**src/rtl/uart_rx_fifo.sv**
```systemverilog
// Receive-side FWFT FIFO behind the UART receiver. It captures a byte on each rising
// edge of the done level, once synchronized. It also reports level, full/empty, a sticky overrun and a threshold irq.
module uart_rx_fifo #(
  parameter int DATA_WIDTH = 8,
  parameter int DEPTH      = 8,
  parameter int THRESHOLD  = 4
) (
  input  logic                     clk,
  input  logic                     rst_n,
  input  logic [DATA_WIDTH-1:0]    rx_dataIn,
  input  logic                     rx_doneTick,
  input  logic                     rd_en,
  output logic [DATA_WIDTH-1:0]    rd_data,
  output logic                     empty,
  output logic                     full,
  output logic [$clog2(DEPTH):0]   count,
  output logic                     overrun,
  input  logic                     clr_overrun,
  output logic                     rx_irq
);
  localparam int AW = $clog2(DEPTH);
  localparam int CW = AW + 1;

  logic [DATA_WIDTH-1:0] mem [DEPTH];
  logic [AW-1:0]         wr_ptr, rd_ptr;
  logic                  sync1, sync2, sync3;
  logic                  wr_req, do_wr, do_rd;

  // sync3 lags sync2 so a long done level still yields a single write
  assign wr_req = sync2 & ~sync3;
  assign do_rd  = rd_en & ~empty;
  assign do_wr  = wr_req & (~full | rd_en);

  assign empty   = (count == '0);
  assign full    = (count == CW'(DEPTH));
  assign rx_irq  = (count >= CW'(THRESHOLD));
  assign rd_data = mem[rd_ptr];

  always_ff @(posedge clk) begin
    if (!rst_n) begin
      sync1   <= 1'b0;
      sync2   <= 1'b0;
      sync3   <= 1'b0;
      wr_ptr  <= '0;
      rd_ptr  <= '0;
      count   <= '0;
      overrun <= 1'b0;
    end else begin
      sync1 <= rx_doneTick;
      sync2 <= sync1;
      sync3 <= sync2;
      if (do_wr) wr_ptr <= wr_ptr + AW'(1);
      if (do_rd) rd_ptr <= rd_ptr + AW'(1);
      case ({do_wr, do_rd})
        2'b10:   count <= count + CW'(1);
        2'b01:   count <= count - CW'(1);
        default: count <= count;
      endcase
      // a dropped byte wins over a clear in the same cycle
      if (wr_req && full && !rd_en) overrun <= 1'b1;
      else if (clr_overrun)         overrun <= 1'b0;
    end
  end

  always_ff @(posedge clk) begin
    if (do_wr) mem[wr_ptr] <= rx_dataIn;
  end
endmodule

```
**config.mk**
```make
export PLATFORM = sky130hd
export DESIGN_NAME = uart_rx_fifo
export DESIGN_NICKNAME = d
export VERILOG_FILES = /design/src/rtl/uart_rx_fifo.sv
export SDC_FILE = /design/constraint.sdc
export NUM_CORES = 1
export LEC_CHECK = 0
export BUFFER_PORTS_ARGS = -buffer_cell sky130_fd_sc_hd__clkbuf_2
export CORE_MARGIN = 4
export CORE_UTILIZATION = 25
export DETAILED_ROUTE_END_ITERATION = 6
export SYNTH_ARGS = -nofsm -noshare
export SYNTH_HDL_FRONTEND = slang
export SYNTH_SLANG_ARGS = --single-unit
```
**constraint.sdc**
```tcl
create_clock -name clk -period 2.6 [get_ports clk]
set_input_delay 0.39 -clock clk [delete_from_list [all_inputs] [get_ports clk]]
set_output_delay 0.39 -clock clk [all_outputs]
set_load 0.01 [all_outputs]
```
# Word-level counts from Yosys, hierarchy flattened
# Memories as Yosys holds them, arrays and structs flattened. A register that Yosys moved wholly into a read port is not among the register bits.
# Index checks and enable logic that the tools add are counted.
# op_classes
bitwise,7
reduce_logical,6
order_cmp,1
addsub,4
mux,7
n_eq_ne,3
# op_table
cell,count
$pmux 4 s2,1
$add 3x1->3 const B,2
$mux 3,2
$add 4x1->4 const B,1
$eq 4x4->1 const B,1
$ge 4x3->1 const B,1
$logic_not 4->1,1
$mux 1,4
$reduce_bool 2->1,2
$sub 4x1->4 const B,1
$and 1x1->1,3
$not 1->1,3
$eq 2x1->1 const B,1
$eq 2x2->1 const B,1
$logic_and 1x1->1,2
$logic_not 1->1,1
$or 1x1->1,1
# totals
word_cells,36
input_bits,13
ff_bits,14
n_memories,1
ramBits,64
# mem_list
memory,words,width,rd,rd_ports_with_merged_regs,wr,line_no,text
mem,8,8,1,1,1,24,logic [DATA_WIDTH-1:0] mem [DEPTH];

# Depth between registers and ports, before layout
# logic_depth
ltp_word,6
mapped_depth,11

# Least setup slack after synthesis
# Ideal clock, no wire load.
# synth_timing
kind,reg-to-reg
from,reg count[1]
to,reg count[2]
path_buffers,2
arrival_ns,2.435
stages_incl_launch_ff,12
period_less_slack_ns,2.510
required_time_ns,2.524
slack_ns,0.090
path_cell_list,dfxtp_1 buf_6 or4b_4 buf_6 o21ai_4 ha_1 xor2_1 ha_1 a21oi_1 xor2_1 or3_1 a21boi_0
# synth_via
elab_chain_cells,6
elab_cells_between_ends,13
# synth_rtl
element,line_no,text
start: declaration,16,"output logic [$clog2(DEPTH):0] count,"
start signal: assignment,55,2'b10: count <= count + CW'(1);
start signal: assignment,56,2'b01: count <= count - CW'(1);
start signal: assignment,57,default: count <= count;
$eq 4x4->1,35,assign full = (count == CW'(DEPTH));
$not 1->1,32,assign do_wr = wr_req & (~full | rd_en);
$or 1x1->1,32,
$and 1x1->1,32,
$eq 2x1->1 / $eq 2x2->1 (equally long branches),54,"case ({do_wr, do_rd})"
$pmux 4 s2 / $reduce_bool 2->1 (equally long branches),--,
# Parallel ways exist; a longest one is shown, timed or not.
# A chain may end at the register's enable or synchronous reset.

# Final worst setup path
# layout_timing
from,reg count[3]
to,reg count[3]
# Same word-level chain as after synthesis.

==> summary.md <==
| Metric | Value |
|---|---|
| All-Layer GR Usage | 0.08832 |
| Ports | 29 |
| Final Hold Fails | 0 |
| Final HPWL DP | 3824 um |
| Status | finished, final reports clean |
| Final worst path period share | 0.9383 |
| Syn Inst Count | around 180 |
| GR Overflow Total | 0 |
| Largest net degree at the start of global routing | 17 |
| Routed wire length | a little under 6000 um |
| Compound-Gate Fraction of Synth Area | 0.03033 |
| Synth top area cells | edfxtp_1, mux4_2, dfxtp_1 |
| Setup CP Type | register to register |
| Hold path start | rx_doneTick |
| Clock Skews | roughly 0.011 ns |
| Relative slew slack | 0.3856 |
| Top-area cell type share of the netlist area | 0.5896 |
| Width of the die | between 100 and 150 um |
| Core area | between 10000 and 15000 um^2 |
| RSZ-0062 raised after global routing | false |
| Clock insertion delay at the later pin of the skew report | 0.33 ns |
| Setup_tns | 0 ns |
| Main combinational cell family by area after synthesis | multiplexers |
| Starting Density | 0.2572 |
| Max clock buf depth | 2 |
| Required time worst endpoint | roughly 2.9 ns |
| Endpoints failing setup | 0 |
| Max-cap violations | 0 |
| Buffers on Ports | 28 |
| Nets | 240 |
| Post-Synthesis Cell Area | 3259 um^2 |
| Yosys cell types | 35 |
| Syn Nets | roughly 200 |
| Pwr dens | roughly 880 nW/um^2 |
| Peak supply drop | around 0.00044 V |
| Post-layout minimum cycle time | 2.440 ns |
| Clk pin slew, worst setup/hold paths | around 0.07 ns |
| Wire per inst | between 10 and 15 um |
| Setup ws final | about 0.16 ns |
| Yosys reg bits | between 80 and 90 |
| Post-Synth Adder-Cell Area | 0.01919 |
| Setup Slack @ Placement | roughly 0.12 ns |
| Fmax | between 400 and 500 MHz |
| Multi-input logic area | slightly below 1000 um^2 |
| Largest area contributor in the netlist | edfxtp_1 |
| Leakage | between 1 and 1.5 nW |
| DRC | 0 |
| Initial DRC count | around 130 |
| Xor and xnor fraction of the mapped netlist area | 0.01881 |
| Post-synthesis simple-gate area fraction | 0.06795 |
| Global-route wire length before repair | 9673 um |
| Arr. time, crit path | between 2 and 3 ns |
| Vias/cell | approximately 4.2 |
| Clock sink count | 81 |
| Crit. End Element | register |
| Chip height | approximately 120 um |
| Vias in the first global route | 1773 |
| Slew of the pin with the lowest slew margin | slightly above 0.9 ns |
| Layout Area Growth over Synthesis | 21.57% |
| Post-synthesis mux area share | 0.1505 |
| Antenna cells | 0 |
| Mapped Avg Cell Area | ~18 um^2 |
| Final slew viol count | 0 |
| Critical R2R Launch | count[3]$_SDFFE_PN0P_ |
| DRT Pass-1 Iters | 4 |
| Initial antenna violation count | 0 |
| Post-synthesis sequential area ratio | 0.6940 |
| Crit start category | register |
| Layout cell share with drive strength beyond 1 | 0.3833 |
| Worst setup startpoint | count[3]$_SDFFE_PN0P_ |
| Synth Warn # | 0 |
| Post-route ant nets | 0 |
| Vias | around 1700 |
| H-tree depth | 3 |
| Site Rows | 41 |
| CTS tree | yes |
| Cts bufs inserted | 9 |
| Die area | between 10000 and 15000 um^2 |
| GPL Wtd Cong | 0.7549 |
| CTS root buf | clkbuf_16 |
| Hold Path Class | input pin to register |
| Seq. cell area | roughly 2300 um^2 |
| CP Max Fanout | 7 |
| Number of fillers in the final layout | about 1300 |
==> cell usage after synthesis (all sizes together) <==
library cell	n
edfxtp	64
dfxtp	17
mux4	16
and2	10
mux2	8
buf	7
nor2b	6
ha	5
nor2	5
mux2i	4
nand2	4
xnor2	4
nor4	3
o21ai	3
xor2	3
a21oi	2
inv	2
nand2b	2
nor3	2
o32ai	2
or3	2
a21boi	1
a31oi	1
and2b	1
clkbuf	1
nand3	1
o211ai	1
o21bai	1
o41a	1
or2	1
or4b	1
==> registers in the layout (all words and copies together) (netlist names), named ones only <==
signal / flops
sync3: 1
wr_ptr: 3
rd_ptr: 3
overrun: 1
count: 4
mem: 64
sync2: 1
sync1: 1
==> area by class of cell <==
cell class	count	area share
clock buffers	9	0.05684
clock inverters	7	0.01863
inverters	2	0.001895
multi-input cells	90	0.2428
flip-flops and latches	81	0.5712
well taps	172	0.05431
repair buffers	38	0.05431
==> power by group <==
part	switching, W	total, W	internal, W
registers	0.0000287	0.00147	0.00145
logic	0.000376	0.000778	0.000403
clock network	0.000499	0.00125	0.000749
==> timing repair <==
| item | CTS | global route |
|---|---|---|
| setup buffers | 0 | 1 |
| gates resized for setup | 0 | 4 |
| hold buffers | 0 | 0 |
| endpoints found under the setup margin | 0 | 2 |
==> final timing paths <==
kind / slack [ns] / endpoint / cells past startpoint
max: 0.16 / count[3]$_SDFFE_PN0P_ / 6
min: 0.26 / sync1$_SDFF_PN0_ / 2
max reg2reg: 0.16 / count[3]$_SDFFE_PN0P_ / 6
min reg2reg: 0.44 / sync2$_SDFF_PN0_ / 1
==> routing by layer <==
metal,track usage,vias up,routed length (um),share of wire
met4,0.02729,0,78,0.013
met1,0.1091,837,2654,0.45
li1,-,785,-,-
met5,0,-,0,0
met3,0.03250,5,269,0.045
met2,0.1447,29,2943,0.50
==> cells in the final DEF, fill, tap and decap left out, types with 2 or more instances in the layout <==
cell type,count
nor4_2,2
dfxtp_1,16
and2_1,10
inv_1,2
clkbuf_16,9
nor2b_1,6
o21ai_0,2
nand2b_1,2
clkbuf_2,28
edfxtp_1,64
nand2_1,4
mux4_2,16
nor3_1,2
mux2i_1,4
buf_4,10
inv_6,3
xnor2_1,4
xor2_1,3
o32ai_1,2
a21oi_1,2
ha_1,3
mux2_2,8
nor2_1,5
==> worst max-delay path: stages, from the launching register on <==
cell,delay (ns)
dfxtp_2,0.38
or4b_4,0.53
o21ai_4,0.23
ha_2,0.34
or3_2,0.48
o32ai_1,0.17
mux2i_1,0.23
==> logic make-up (layout without fill, tap and decap cells) <==
family | Yosys count | in the layout
AOI/OAI and AO/OA | 12 | 12
DFF | 81 | 81
muxes | 28 | 28
buffers and inverters | 10 | 56
adders and majority gates | 5 | 5
xor gates and xnor gates | 7 | 7
and+or+nand+nor | 38 | 38
==> per-stage QoR <==
step                std cells  hold slack [ns]  power (W)  cell area [um^2]  utilization
floorplan                 181           0.4119   0.002061              3259            -
global placement          382           0.4265   0.002262              3640       0.2873
detailed placement        382           0.4214   0.002275              3640       0.2873
CTS                       398           0.2535   0.003532              3939       0.3109
global route              399           0.2718   0.003695              3963       0.3127
finish                    399           0.2636   0.003501              3963       0.3127
No activity file was read; power rests on OpenSTA's default activity.
